## config.mk

```make
export PLATFORM = sky130hd
export DESIGN_NAME = bulk_in_pkt_buf
export DESIGN_NICKNAME = d
export VERILOG_FILES = /design/src/rtl/usb_bulk_pkg.sv /design/src/rtl/bulk_pkt_ram.sv /design/src/rtl/bulk_in_pkt_buf.sv
export SDC_FILE = /design/constraint.sdc
export NUM_CORES = 1
export LEC_CHECK = 0
export BUFFER_PORTS_ARGS = -buffer_cell sky130_fd_sc_hd__buf_4
export CORE_MARGIN = 2
export CORE_UTILIZATION = 57
export CTS_CLUSTER_DIAMETER = 80
export DETAILED_ROUTE_END_ITERATION = 10
export PLACE_DENSITY = 0.76
export SKIP_LAST_GASP = 1
export SLEW_MARGIN = 5
export SYNTH_ARGS = -nofsm -noshare
export SYNTH_HDL_FRONTEND = slang
export SYNTH_SLANG_ARGS = --single-unit
```

## constraint.sdc

```tcl
create_clock -name clk_i -period 3.1 [get_ports clk_i]
set_input_delay 0.31 -clock clk_i [delete_from_list [all_inputs] [get_ports clk_i]]
set_output_delay 0.31 -clock clk_i [all_outputs]
set_load 0.05 [all_outputs]
```

## src/rtl/usb_bulk_pkg.sv

```systemverilog
// rtl/usb_bulk_pkg.sv - shared types and parameter helpers for the bulk IN packet buffer
//
// Purpose: FSM state encoding for the IN transaction sequencer and the set of
// legal USB full-speed bulk max packet sizes.
// Ports: none (package).

package usb_bulk_pkg;

  typedef enum logic [0:0] {
    ST_IDLE = 1'b0,
    ST_XFER = 1'b1
  } bulk_state_e;

  localparam int MPS_LEGAL [4] = '{8, 16, 32, 64};

  function automatic bit mps_is_legal(input int mps);
    bit ok;
    ok = 1'b0;
    for (int i = 0; i < 4; i++) begin
      if (MPS_LEGAL[i] == mps) ok = 1'b1;
    end
    return ok;
  endfunction

endpackage

```

## src/rtl/bulk_pkt_ram.sv

```systemverilog
// rtl/bulk_pkt_ram.sv - DEPTH x 8 register array, synchronous write, asynchronous read
//
// Ports:
//   clk    in   clock
//   we     in   write enable
//   waddr  in   write index
//   wdata  in   write byte
//   raddr  in   read index
//   rdata  out  byte at raddr (combinational)

module bulk_pkt_ram #(
  parameter int DEPTH = 64,
  localparam int AW = $clog2(DEPTH)
) (
  input  logic          clk,
  input  logic          we,
  input  logic [AW-1:0] waddr,
  input  logic [7:0]    wdata,
  input  logic [AW-1:0] raddr,
  output logic [7:0]    rdata
);

  logic [7:0] mem [DEPTH];

  always_ff @(posedge clk) begin
    if (we) mem[waddr] <= wdata;
  end

  assign rdata = mem[raddr];

endmodule

```

## src/rtl/bulk_in_pkt_buf.sv

```systemverilog
// rtl/bulk_in_pkt_buf.sv - bulk IN endpoint buffer with ACK-gated release and packet replay
//
// Ports:
//   clk_i           in   clock
//   rst_i           in   asynchronous active-high reset
//   usb_reset_i     in   synchronous clear (same effect as rst_i)
//   app_in_data_i   in   application byte
//   app_in_valid_i  in   application byte valid
//   app_in_ready_o  out  buffer can accept a byte
//   in_req_i        in   high for the duration of an IN transaction
//   in_ready_i      in   SIE consumes in_data_o
//   in_data_ack_i   in   host ACK, qualified by out_ready_i
//   out_ready_i     in   strobe qualifying in_data_ack_i
//   in_data_o       out  byte at read pointer
//   in_valid_o      out  in_data_o belongs to the current packet
//   in_nak_o        out  nothing to send (no data, no ZLP pending)
//   in_level_o      out  bytes written but not yet acknowledged
//   in_empty_o      out  in_level_o == 0

module bulk_in_pkt_buf
  import usb_bulk_pkg::*;
#(
  parameter int DEPTH         = 64,
  parameter int MAXPACKETSIZE = 8,
  parameter bit ZLP_EN        = 1'b1,
  localparam int CW           = $clog2(DEPTH) + 1
) (
  input  logic          clk_i,
  input  logic          rst_i,
  input  logic          usb_reset_i,
  input  logic [7:0]    app_in_data_i,
  input  logic          app_in_valid_i,
  output logic          app_in_ready_o,
  input  logic          in_req_i,
  input  logic          in_ready_i,
  input  logic          in_data_ack_i,
  input  logic          out_ready_i,
  output logic [7:0]    in_data_o,
  output logic          in_valid_o,
  output logic          in_nak_o,
  output logic [CW-1:0] in_level_o,
  output logic          in_empty_o
);

  localparam int AW = CW - 1;
  localparam int PW = $clog2(MAXPACKETSIZE) + 1;
  localparam logic [CW-1:0] DEPTH_C = CW'(DEPTH);
  localparam logic [PW-1:0] MPS_C   = PW'(MAXPACKETSIZE);

  if (!mps_is_legal(MAXPACKETSIZE) || (DEPTH < 2 * MAXPACKETSIZE) ||
      ((DEPTH & (DEPTH - 1)) != 0)) begin : g_param_check
    $error("bulk_in_pkt_buf: illegal DEPTH/MAXPACKETSIZE combination");
  end

  // wr_ptr: next free slot; rd_ptr: next byte to send; cm_ptr: oldest unacked byte.
  // The extra MSB on each pointer distinguishes full from empty.
  logic [CW-1:0] wr_ptr, rd_ptr, cm_ptr;
  logic [CW-1:0] level;
  logic [PW-1:0] pkt_cnt;
  logic          zlp_pend;
  logic          in_req_q;
  bulk_state_e   state;

  logic wr_fire, start, ack, rd_fire;

  assign level          = wr_ptr - cm_ptr;
  assign app_in_ready_o = (level < DEPTH_C);
  assign wr_fire        = app_in_valid_i & app_in_ready_o;
  assign start          = in_req_i & ~in_req_q;
  assign ack            = in_data_ack_i & out_ready_i;

  assign in_valid_o = (state == ST_XFER) && (rd_ptr != wr_ptr) && (pkt_cnt < MPS_C);
  assign in_nak_o   = (state == ST_XFER) && (cm_ptr == wr_ptr) && !zlp_pend;
  assign rd_fire    = in_ready_i & in_valid_o;
  assign in_level_o = level;
  assign in_empty_o = (level == '0);

  bulk_pkt_ram #(.DEPTH(DEPTH)) u_ram (
    .clk   (clk_i),
    .we    (wr_fire),
    .waddr (wr_ptr[AW-1:0]),
    .wdata (app_in_data_i),
    .raddr (rd_ptr[AW-1:0]),
    .rdata (in_data_o)
  );

  always_ff @(posedge clk_i or posedge rst_i) begin
    if (rst_i) begin
      wr_ptr   <= '0;
      rd_ptr   <= '0;
      cm_ptr   <= '0;
      pkt_cnt  <= '0;
      zlp_pend <= 1'b0;
      in_req_q <= 1'b0;
      state    <= ST_IDLE;
    end else if (usb_reset_i) begin
      wr_ptr   <= '0;
      rd_ptr   <= '0;
      cm_ptr   <= '0;
      pkt_cnt  <= '0;
      zlp_pend <= 1'b0;
      in_req_q <= 1'b0;
      state    <= ST_IDLE;
    end else begin
      in_req_q <= in_req_i;
      if (wr_fire) wr_ptr <= wr_ptr + CW'(1);

      case (state)
        ST_IDLE: begin
          if (start) begin
            state   <= ST_XFER;
            pkt_cnt <= '0;
          end
        end
        ST_XFER: begin
          // ACK outranks a simultaneous in_req_i fall. A zero-byte ACK leaves
          // cm_ptr where it is and clears zlp_pend, covering both the ZLP ACK
          // and the ACK of a NAKed transaction.
          if (ack) begin
            cm_ptr   <= rd_ptr;
            zlp_pend <= ZLP_EN && (pkt_cnt == MPS_C);
            state    <= ST_IDLE;
          end else if (!in_req_i) begin
            rd_ptr <= cm_ptr;
            state  <= ST_IDLE;
          end else if (rd_fire) begin
            rd_ptr  <= rd_ptr + CW'(1);
            pkt_cnt <= pkt_cnt + PW'(1);
          end
        end
        default: state <= ST_IDLE;
      endcase
    end
  end

endmodule

```

==> results.py <==
metrics = {
    "timing": {
        "fin_crit_ps": 3370,
        "fmax_mhz": 297,
        "setup_violations": 8,
        "finalCritPeriodShare": 1.09,
        "fin_skew_ps": 15.6,
        "rsz0062_at_grt": "yes",
        "worst_slack_ps": -268,
        "worst_pin_slew_ps": 1020,
        "final_hold_viol_count": 0,
        "worst_slew_margin_rel": 0.322,
        "drv_slew": 0,
    },
    "detailed_routing": {
        "routed_wl_um": 53600,
        "first_pass_iters": 6,
        "drt-initial-drc-count": 1541,
        "ant_nets": 0,
        "wire_per_inst_um": 27.7,
        "viasPerCell": 6.47,
        "dr_total_vias": 12500,
        "remaining_drc_errors": 0,
    },
    "critical_path": {
        "endpoint_kind": "primary output",
        "crit_path_start_kind": "flip-flop",
        "r2r-start": "cm_ptr[2]",
        "critPathMaxFanout": 7,
        "worstSetupEndpoint": "in_data_o[7]",
        "cp_data_arrival_time_ps": 3060,
        "crit_path_start": "rd_ptr[0]",
        "path_class": "reg -> out",
        "r2r-end": "u_ram.mem[31][3]",
        "r2r_cells": 9,
        "crit_required_ps": 2790,
        "rrSetupSlack_ps": 130,
    },
    "synth": {
        "async_reset_ff_frac": 0.0519,
        "ys_top_cells_by_area": "edfxtp_1 (69%), mux4_2 (9.6%), dfrtp_1 (3.1%)",
        "synth_mux_area_frac": 0.144,
        "yosysSeqAreaShare": 0.722,
        "syn_nets": 1249,
        "synth_largest_area_cell": "edfxtp_1",
        "synth_compound_area_frac": 0.0478,
        "synth_area_mm2": 0.0223,
        "synth_top_area_share": 0.691,
        "synth_enable_flop_cells": 512,
        "avgSynthCellArea_um2": 18.2,
        "synth_common_cells": "edfxtp_1 (512), mux4_2 (95), nor3_1 (64), a21oi_1 (51), mux2i_1 (44)",
        "netlist_instances": 1222,
        "synthXorXnorAreaFrac": 0.00472,
        "synth_top_flop_cell": "edfxtp_1",
        "synth_seq_cells": 540,
        "synthAdderAreaFrac": 0.00652,
        "yosysMostFrequentCell": "edfxtp_1",
        "synthSimpleGateAreaFrac": 0.0496,
        "ys_types": 64,
        "synth_top_family_by_area": "multiplexers",
        "yosysWarnings": 0,
    },
    "layout": {
        "antenna_cells": 0,
        "nNetsFinal": 1400,
        "area_growth_pct": 18.2,
        "stdcell_count": 1932,
        "layout-drive-gt1-share": 0.351,
        "final_area_mm2": 0.0263,
    },
    "global_routing": {
        "track_usage": 0.264,
        "grt_overflow_total": 0,
        "grt_pass1_vias": 12400,
        "antenna_found_initial": 0,
        "grt_max_degree": 65,
        "grt_pass1_wl_um": 79000,
    },
    "hold_path": {
        "hold_class": "in -> reg",
        "min_delay_path_depth": 3,
    },
    "power": {
        "power.internal_uw": 11500,
        "clock_power_share": 0.413,
        "p_per_area_mw_per_mm2": 552,
        "swShare": 0.206,
        "p_switching_uw": 3000,
        "p_seq_frac": 0.552,
        "p_leak_uw": 0.00854,
        "power_uw": 14500,
        "combPwrFrac": 0.035,
        "peakVddDrop_v": 0.000570,
    },
    "placement": {
        "dp_cells": 1806,
        "io_buffers": 34,
        "place_congestion": 0.871,
        "dpl-instance-area_mm2": 0.0237,
        "place_ws_ps": 172,
        "hpwlAfterDp_um": 30400,
    },
    "floorplan": {
        "die_h_um": 202,
        "die_w_um": 202,
        "start_util": 0.577,
        "rows": 72,
        "die-area_mm2": 0.0406,
        "io_pins": 35,
        "core_mm2": 0.0386,
    },
    "clock_network": {
        "clk_pin_slew_worst_paths_ps": 70,
        "cts_buffer_depth": 3,
        "clock-root-buffer": "clkbuf_16",
        "cts_buffers": 51,
        "cts.sinks": 540,
        "cts_max_level": 2,
        "cts_tree": "done",
        "clk_latency_ps": 590,
    },
    "run_status": {
        "status": "finished with violations",
        "violations": "negative setup slack",
    },
    "job": {
        "cap_violations": 0,
    },
}
layout make-up:
class / instances / area (um2)
Clock inverter: 32 / 258
Multi-Input combinational cell: 581 / 6090
Sequential cell: 540 / 16100
Tap cell: 518 / 648
Clock buffer: 62 / 1360
Fill cell: 2462 / 12200
Inverter: 21 / 78.8
Timing Repair Buffer: 178 / 1800
placed cells by master (no fill, tap or decap), types with 7 or more instances in the layout:
cell type,count
nand3_1,7
nor2b_1,11
nor3_1,63
o21ai_2,11
xor2_1,10
ha_1,9
buf_6,13
buf_16,9
nand2_1,37
nor2_1,22
o22ai_2,7
a21oi_1,45
clkbuf_1,9
buf_4,137
nand2b_1,21
clkinv_2,8
dfrtp_1,25
inv_1,20
clkbuf_16,54
edfxtp_1,512
nor2_2,8
clkinv_1,10
buf_12,13
mux2i_1,40
mux2_2,34
o21ai_0,9
mux4_2,104
a221oi_2,13
state kept, by name, indices dropped and copies added (netlist names):
signal     flops
state          1
rd_ptr         7
zlp_pend       1
u_ram.mem    512
in_req_q       1
cm_ptr         7
pkt_cnt        4
wr_ptr         7
worst min-delay path by stage:
stage                  start        end  slack [ps]
floorplan              rst_i  cm_ptr[0]         380
global placement       rst_i   in_req_q         490
detailed placement     rst_i   in_req_q         510
CTS                 in_req_i      state         100
global route        in_req_i  rd_ptr[3]         140
finish              in_req_i      state         130
timing repair:
item / CTS / global route
endpoints found under the hold margin: 17 / 0
hold buffers: 1 / 0
pin swaps: 22 / 34
gates resized for setup: 94 / 60
gates cloned: 6 / 1
setup endpoints to repair: 11 / 242
buffers inserted: 13 / 13
cell families (layout without fill, tap and decap cells):
| family | after synthesis | count (layout) |
|---|---|---|
| compound gates | 163 | 163 |
| xor+xnor | 12 | 12 |
| fa+ha+maj | 11 | 11 |
| buf+inv | 101 | 293 |
| flops | 540 | 540 |
| mux | 182 | 182 |
| simple gates | 213 | 213 |
worst max-delay path: stages, from the launching register on:
cell      delay (ps)
dfrtp_4          520
buf_12           160
buf_12           140
buf_16           150
mux4_2           360
mux2i_1           90
a211oi_2         450
o21ai_4          150
o211ai_1         180
buf_4            260
metrics by stage:
stage	setup TNS, ps	utilization	hold WS (ps)
floorplan	0	-	375
global route	-1710	0.683	137
global placement	0	0.614	486
detailed placement	0	0.614	509
finish	-1430	0.683	126
CTS	-1430	0.674	95.1
per-layer routing:
layer / global-route usage / vias to the layer above / routed length [um]
met2: 0.432 / 722 / 26800
met4: 0.0982 / 0 / 1790
met3: 0.0551 / 122 / 4790
met1: 0.355 / 6408 / 20200
li1: - / 5246 / -
met5: 0 / - / 0
power by group through the flow:
stage                     Clock (uW)  Sequential, uW  Combinational (uW)
after floorplan                    0            8170                 219
after CTS                       6070            8010                 490
final                           6010            8020                 506
after global routing            6350            8010                 530
after detailed placement           0            8170                 466
after global placement             0            8170                 453
Note: power is estimated with default switching activity, not from simulation.
